## config.mk

```make
export PLATFORM = sky130hd
export DESIGN_NAME = operand_collector
export DESIGN_NICKNAME = d
export VERILOG_FILES = /design/src/rtl/operand_collector_pkg.sv /design/src/rtl/operand_collector.sv
export SDC_FILE = /design/constraint.sdc
export NUM_CORES = 1
export LEC_CHECK = 0
export ABC_AREA = 1
export CAP_MARGIN = 20
export CORE_ASPECT_RATIO = 1.2
export CORE_MARGIN = 5
export CORE_UTILIZATION = 50
export CTS_CLUSTER_SIZE = 20
export DETAILED_ROUTE_END_ITERATION = 8
export GPL_ROUTABILITY_DRIVEN = 0
export PLACE_DENSITY = 0.8
export REMOVE_ABC_BUFFERS = 1
export SYNTH_ARGS = -nofsm -noshare
export SYNTH_HDL_FRONTEND = slang
export SYNTH_SLANG_ARGS = --single-unit
export TNS_END_PERCENT = 100
```

## constraint.sdc

```tcl
create_clock -name clk -period 1.8 [get_ports clk]
set_input_delay 0.18 -clock clk [delete_from_list [all_inputs] [get_ports clk]]
set_output_delay 0.18 -clock clk [all_outputs]
set_load 0.02 [all_outputs]
```

## src/rtl/operand_collector_pkg.sv

```systemverilog
// Shared definitions for the operand collector: lane geometry, the state
// type and the pad-value helper.
package operand_collector_pkg;

    localparam int unsigned LANES = 8;
    localparam int unsigned IDX_W = 3;
    localparam int unsigned CNT_W = 4;

    typedef enum logic {
        COLLECT = 1'b0,
        HOLD    = 1'b1
    } state_e;

    // Reduce-neutral pad pattern: the low `width` bits are all ones when
    // pad_ones is set (AND-neutral), and all zeros otherwise (OR-neutral).
    // The caller keeps the low WIDTH bits of the result.
    function automatic logic [63:0] pad_word(input bit pad_ones, input int unsigned width);
        logic [63:0] res;
        res = '0;
        for (int unsigned i = 0; i < 64; i++) begin
            res[i] = pad_ones && (i < width);
        end
        return res;
    endfunction

endpackage

```

## src/rtl/operand_collector.sv

```systemverilog
// Serial-to-parallel collector: fills lanes a..h from a valid/ready word
// stream, then presents the completed (pad-filled) bundle on a valid/ready
// handshake. Bundles end after eight words or on s_last.
module operand_collector
    import operand_collector_pkg::*;
#(
    parameter int unsigned WIDTH    = 7,
    parameter bit          PAD_ONES = 1'b1
) (
    input  logic             clk,
    input  logic             rst_n,
    input  logic [WIDTH-1:0] s_data,
    input  logic             s_valid,
    input  logic             s_last,
    output logic             s_ready,
    output logic [WIDTH-1:0] a,
    output logic [WIDTH-1:0] b,
    output logic [WIDTH-1:0] c,
    output logic [WIDTH-1:0] d,
    output logic [WIDTH-1:0] e,
    output logic [WIDTH-1:0] f,
    output logic [WIDTH-1:0] g,
    output logic [WIDTH-1:0] h,
    output logic             m_valid,
    input  logic             m_ready,
    output logic [3:0]       m_count
);

    localparam logic [63:0]      PAD_W = pad_word(PAD_ONES, WIDTH);
    localparam logic [WIDTH-1:0] PAD   = PAD_W[WIDTH-1:0];

    state_e                      state_q, state_d;
    logic [IDX_W-1:0]            idx_q, idx_d;
    logic [CNT_W-1:0]            cnt_q, cnt_d;
    logic [WIDTH-1:0]            lanes_q [LANES];
    logic [WIDTH-1:0]            lanes_d [LANES];

    logic                        accept;
    logic                        final_word;

    assign accept     = (state_q == COLLECT) && s_valid;
    assign final_word = s_last || (idx_q == IDX_W'(LANES - 1));

    // State register.
    always_ff @(posedge clk or negedge rst_n) begin
        if (!rst_n) begin
            state_q <= COLLECT;
        end else begin
            state_q <= state_d;
        end
    end

    // Next-state: close a bundle on its final accept, reopen on m_ready.
    always_comb begin
        state_d = state_q;
        case (state_q)
            COLLECT: if (accept && final_word) state_d = HOLD;
            HOLD:    if (m_ready)              state_d = COLLECT;
            default:                           state_d = COLLECT;
        endcase
    end

    // Handshake outputs depend on state only; no path from m_ready.
    always_comb begin
        s_ready = (state_q == COLLECT);
        m_valid = (state_q == HOLD);
    end

    // Datapath next values: lane write, index advance, count latch and clear.
    always_comb begin
        lanes_d = lanes_q;
        idx_d   = idx_q;
        cnt_d   = cnt_q;
        case (state_q)
            COLLECT: begin
                if (accept) begin
                    lanes_d[idx_q] = s_data;
                    if (final_word) begin
                        cnt_d = CNT_W'(idx_q) + CNT_W'(1);
                        idx_d = '0;
                    end else begin
                        idx_d = idx_q + IDX_W'(1);
                    end
                end
            end
            HOLD: begin
                if (m_ready) begin
                    for (int unsigned i = 0; i < LANES; i++) begin
                        lanes_d[i] = PAD;
                    end
                    cnt_d = '0;
                end
            end
            default: ;
        endcase
    end

    // Datapath registers; reset discards any partial bundle.
    always_ff @(posedge clk or negedge rst_n) begin
        if (!rst_n) begin
            idx_q   <= '0;
            cnt_q   <= '0;
            lanes_q <= '{default: PAD};
        end else begin
            idx_q   <= idx_d;
            cnt_q   <= cnt_d;
            lanes_q <= lanes_d;
        end
    end

    assign a       = lanes_q[0];
    assign b       = lanes_q[1];
    assign c       = lanes_q[2];
    assign d       = lanes_q[3];
    assign e       = lanes_q[4];
    assign f       = lanes_q[5];
    assign g       = lanes_q[6];
    assign h       = lanes_q[7];
    assign m_count = cnt_q;

endmodule
```

# == Yosys cells after proc, flatten, opt, wreduce, memory -nomap -nowiden ==
# Index checks and enable logic that the tools add are counted.
# classes
reduce_logical,7
bitwise,2
order_cmp,2
add_sub_neg,2
eq_ne,4
muxes,14
# op_table
cell,n
two-way mux 56 bit,2
one-hot mux 56 bit (2 select lines),1
bitwise mux 56 bit,1
demux 7 bit (select 3 bit),1
two-way mux 4 bit,3
one-hot mux 4 bit (2 select lines),1
two-way mux 7 bit,1
adder 3 x 1 -> 4 bit (second input constant),1
>= comparator 4 bit (second input constant),1
less-than comparator 4 x 1 -> 1 bit (second input constant),1
inequality test 2 x 1 -> 1 bit (second input constant),2
inverter 3 -> 4 bit,1
AND reduction 2 bit,2
adder 3 x 1 -> 3 bit (second input constant),1
equality test 3 bit (second input constant),1
logical AND 1 bit,3
two-way mux 3 bit,1
AND reduction 3 bit,1
two-way mux 1 bit,2
inequality test 2 bit (second input constant),1
one-hot mux 1 bit (2 select lines),1
logical OR 1 bit,1
inverter 1 bit,1
# totals
regBits,64
in_bits,12
out_inout_bits,62

# == Longest topological paths before layout ==
# logic_depth
depth_word,8
ltp_mapped,7
ltp_nobuf,7

# == Worst setup path after synthesis ==
# OpenSTA, ideal clock, no wires.
# synth_timing
path_type,register to register
from,"reg state_q, in the netlist m_valid"
to,reg lanes_q (netlist bit a[0])
arrival_ns,1.306
setup_slack_ns,0.418
path_stages_with_launch,6
setup_ns,0.076
synth_period_minus_slack_ns,1.382
path_cell_list,dfrtp_1 > inv_2 > buf_1 > nand2_1 > nand2_1 > nand2_1
# synth_between
elab_chain_cells,4
word_cells_on_any_way,6
cone_classes,2 x eq/ne; 1 x mux; 1 x bitwise; 2 x reduce/logical
# synth_rtl
item,line_no,text
start: declaration,operand_collector.sv:32,"state_e state_q, state_d;"
start signal: assignment,operand_collector.sv:49,state_q <= state_d;
inverter 1 bit (no source line) *,--,
via s_ready,operand_collector.sv:15,"output logic s_ready,"
logical AND 1 bit,operand_collector.sv:41,assign accept = (state_q == COLLECT) && s_valid;
inequality test 2 x 1 -> 1 bit (no source line),--,
AND reduction 2 bit (no source line),--,
end signal: assignment,operand_collector.sv:107,lanes_q <= lanes_d;
end: declaration,operand_collector.sv:35,logic [WIDTH-1:0] lanes_q [LANES];
# The timed path passes the listed nets; every way through them passes the cells marked *.
# A chain may end at the register's enable or synchronous reset.

# == Worst setup path in the final report ==
# layout_timing
from,"reg state_q, in the netlist m_valid"
to,out s_ready
# layout_between
elab_chain_cells,1
# layout_rtl
item,line_no
inverter 1 bit (no source line),--
end: declaration,operand_collector.sv:15
# Every way passes these cells.

==> impl_metrics.json <==
{
  "outcome": "complete, no violations",
  "clock_latency_ns": 0.35,
  "avgSynthCellArea_um2": 8.346,
  "powerDensity_mw_per_mm2": 1565,
  "vias": 2891,
  "grt_start_max_net_pins": 46,
  "fmax_ghz": 0.5703,
  "globalRouteTotalUtil_pct": 21.15,
  "viasPerCell": 5.209,
  "setup_viol": 0,
  "die_x_um": 83.18,
  "pre_cts_slack_ns": 0.2633,
  "die_area_mm2": 0.008136,
  "ir_drop_mv": 0.9744,
  "syn-cell-area_mm2": 0.003213,
  "drt_pass1_iterations": 5,
  "cp_max_fo": 4,
  "fin_crit_ns": 1.754,
  "drt_wl_total_mm": 8.247,
  "critical_path_class": "flop to output port",
  "yosys_warnings": 0,
  "drc": 0,
  "register_area_mm2": 0.001672,
  "die_h_um": 97.82,
  "max_stage_delay_ns": 0.61,
  "cp_cell_sequence": "inv_2, clkdlybuf4s50_1",
  "ys_ff_latch": 64,
  "yosysTopAreaCell": "dfstp_2",
  "relSlewSlack_pct": 69.49,
  "synthCells": 385,
  "crit_slowest_cell": "clkdlybuf4s50_1",
  "drive_above_1_share_pct": 23.40,
  "cts_sinks": 64,
  "fp.coreArea_mm2": 0.006326,
  "io_buffers": 73,
  "arrival_ns": 1.57,
  "grt_pass1_wl_mm": 13.90,
  "cts_tree": "done",
  "fp-row-count": 32,
  "routedWlPerCell_um": 14.86,
  "rr_endpoint": "m_count[1]",
  "start_util_pct": 50.79,
  "synth_top_area_share_pct": 45.79,
  "endpoint_kind": "output port",
  "area.growth.synth_to_final_pct": 33.80,
  "yosysSeqAreaShare_pct": 52.02,
  "hpwlAfterDp_mm": 5.867,
  "final.fill_count": 540,
  "ff2ff_path_depth": 7,
  "cts.path.max_buffers": 2,
  "finalCritPeriodShare_pct": 97.42,
  "cts_hold_buf": 0,
  "r2r_slack_ns": 0.30,
  "skew_ns": 0.006619,
  "holdCritPathClass": "input pin to async pin",
  "maxSlewViolCount": 0,
  "first_iter_violations": 245,
  "drtAntennaViolNets": 0,
  "hold_viol_final": 0,
  "post_cts_resized": 0,
  "rsz0062_at_grt": "false",
  "final_nets": 479,
  "multiInputGateArea_mm2": 0.001359,
  "grt_overflow": 0,
  "worst-endpoint-required_ns": 1.62,
  "yosys-top-cells-area": "dfstp_2 (46%), nand2_1 (16%), nand3_1 (10%), dfrtp_1 (6.2%), o21ai_0 (3.3%)",
  "post_cts_buffers": 0,
  "cts_buffers": 9,
  "clkTransAtPathRegs_ns": 0.07,
  "root_buffer": "clkbuf_8",
  "startpoint_type": "flop",
  "worstMarginPinSlew_ns": 0.4576,
  "p_leak_nw": 2.079,
  "boundaryPins": 74,
  "power.total_mw": 6.727,
  "setup_slack_ns": 0.04642,
  "h-tree-depth": 3,
  "antenna_cells": 0,
  "grt_pass1_vias": 2850,
  "fin_setup_tns_ns": 0,
  "antenna_found_initial": 0,
  "cap_violations": 0,
  "ys_types": 23,
  "r2r-start": "idx_q[0]"
}
-- routing by layer --
metal  up-vias  wire, um  track usage [%]
met3        17       625            4.304
li1       1416         -                -
met5         -         0                0
met4         0       194            10.06
met2        96      4142            35.00
met1      1362      3285            26.49
-- worst max-delay path by stage --
stage / from / endpoint / slack [ns] / cells past startpoint
final: m_valid / s_ready / 0.05 / 2
after global routing: m_valid / s_ready / 0.005 / 2
after CTS: m_valid / s_ready / 0.04 / 2
after detailed placement: s_valid / g[2] / 0.26 / 7
after global placement: s_valid / g[5] / 0.29 / 7
after floorplan: m_valid / m_count[3] / 0.01 / 6
-- where the power goes --
group	switching (mW)	total (mW)	leakage, nW	internal (mW)
clock	0.564	1.37	0.112	0.809
combinational	1.57	2.80	1.27	1.23
sequential	0.318	2.55	0.692	2.23
total	2.45	6.73	2.08	4.28
-- metrics by stage --
| stage | hold WS (ns) | cells | instance area, um2 | utilization (%) |
|---|---|---|---|---|
| 2_1_floorplan | -0.1156 | 369 | 3132 | - |
| 3_3_place_gp | 0.4553 | 539 | 4079 | 64.48 |
| 3_5_place_dp | 0.4552 | 539 | 4079 | 64.48 |
| 4_1_cts | 0.09984 | 555 | 4299 | 67.96 |
| 5_1_grt | 0.1493 | 555 | 4299 | 67.96 |
| 6_report | 0.06880 | 555 | 4299 | 67.96 |
-- registers in the layout, indices dropped and copies added (netlist names) --
name,cells
a,7
b,7
c,7
d,7
e,7
f,7
g,7
h,7
idx_q,3
m_count,4
m_valid,1
-- synth_stat cells, drive strengths merged --
master    n
nand2   146
ha        2
nor3     13
o22ai     3
nand4     1
inv      27
o21ai    21
buf      13
a21oi    14
clkbuf    3
nor2      7
nand3    71
dfstp    56
dfrtp     8
-- cells by family (layout without fill, tap and decap cells) --
group | count (synthesis) | count (layout) | share of synthesized area (%)
adder cells (fa/ha/maj) | 2 | 2 | 0.7787
AND/OR/NAND/NOR | 238 | 238 | 35.47
flip-flops | 64 | 64 | 52.02
buffers and inverters | 43 | 128 | 5.685
AO/OA/AOI/OAI | 38 | 38 | 6.036
-- final cells by class --
cell class,count,area share (%)
Timing Repair Buffer,85,19.56
Clock buffer,10,3.201
Sequential cell,64,38.88
Tap cell,85,2.474
Inverter,27,2.357
Clock inverter,6,1.921
Multi-Input combinational cell,278,31.61
-- critical path: cells and delay by family, from the launching register on --
| kind | cells | cell delay [ns] |
|---|---|---|
| flops | 1 | 0.50 |
| buf+inv | 2 | 0.74 |
-- layout by cell type, fill, tap and decap left out, types with 4 or more instances in the layout --
| master | Yosys | layout |
|---|---|---|
| nand3_4 | 4 | 4 |
| dfrtp_1 | 8 | 8 |
| inv_1 | 23 | 23 |
| o21ai_0 | 21 | 21 |
| buf_4 | 4 | 10 |
| nor3_1 | 13 | 13 |
| clkdlybuf4s50_1 | 0 | 72 |
| dfstp_2 | 56 | 56 |
| clkbuf_8 | 0 | 10 |
| inv_2 | 4 | 4 |
| nand3_1 | 66 | 66 |
| a21oi_1 | 14 | 14 |
| nand2_2 | 9 | 9 |
| nand2_1 | 134 | 134 |
(Power assumes the default switching activity.)
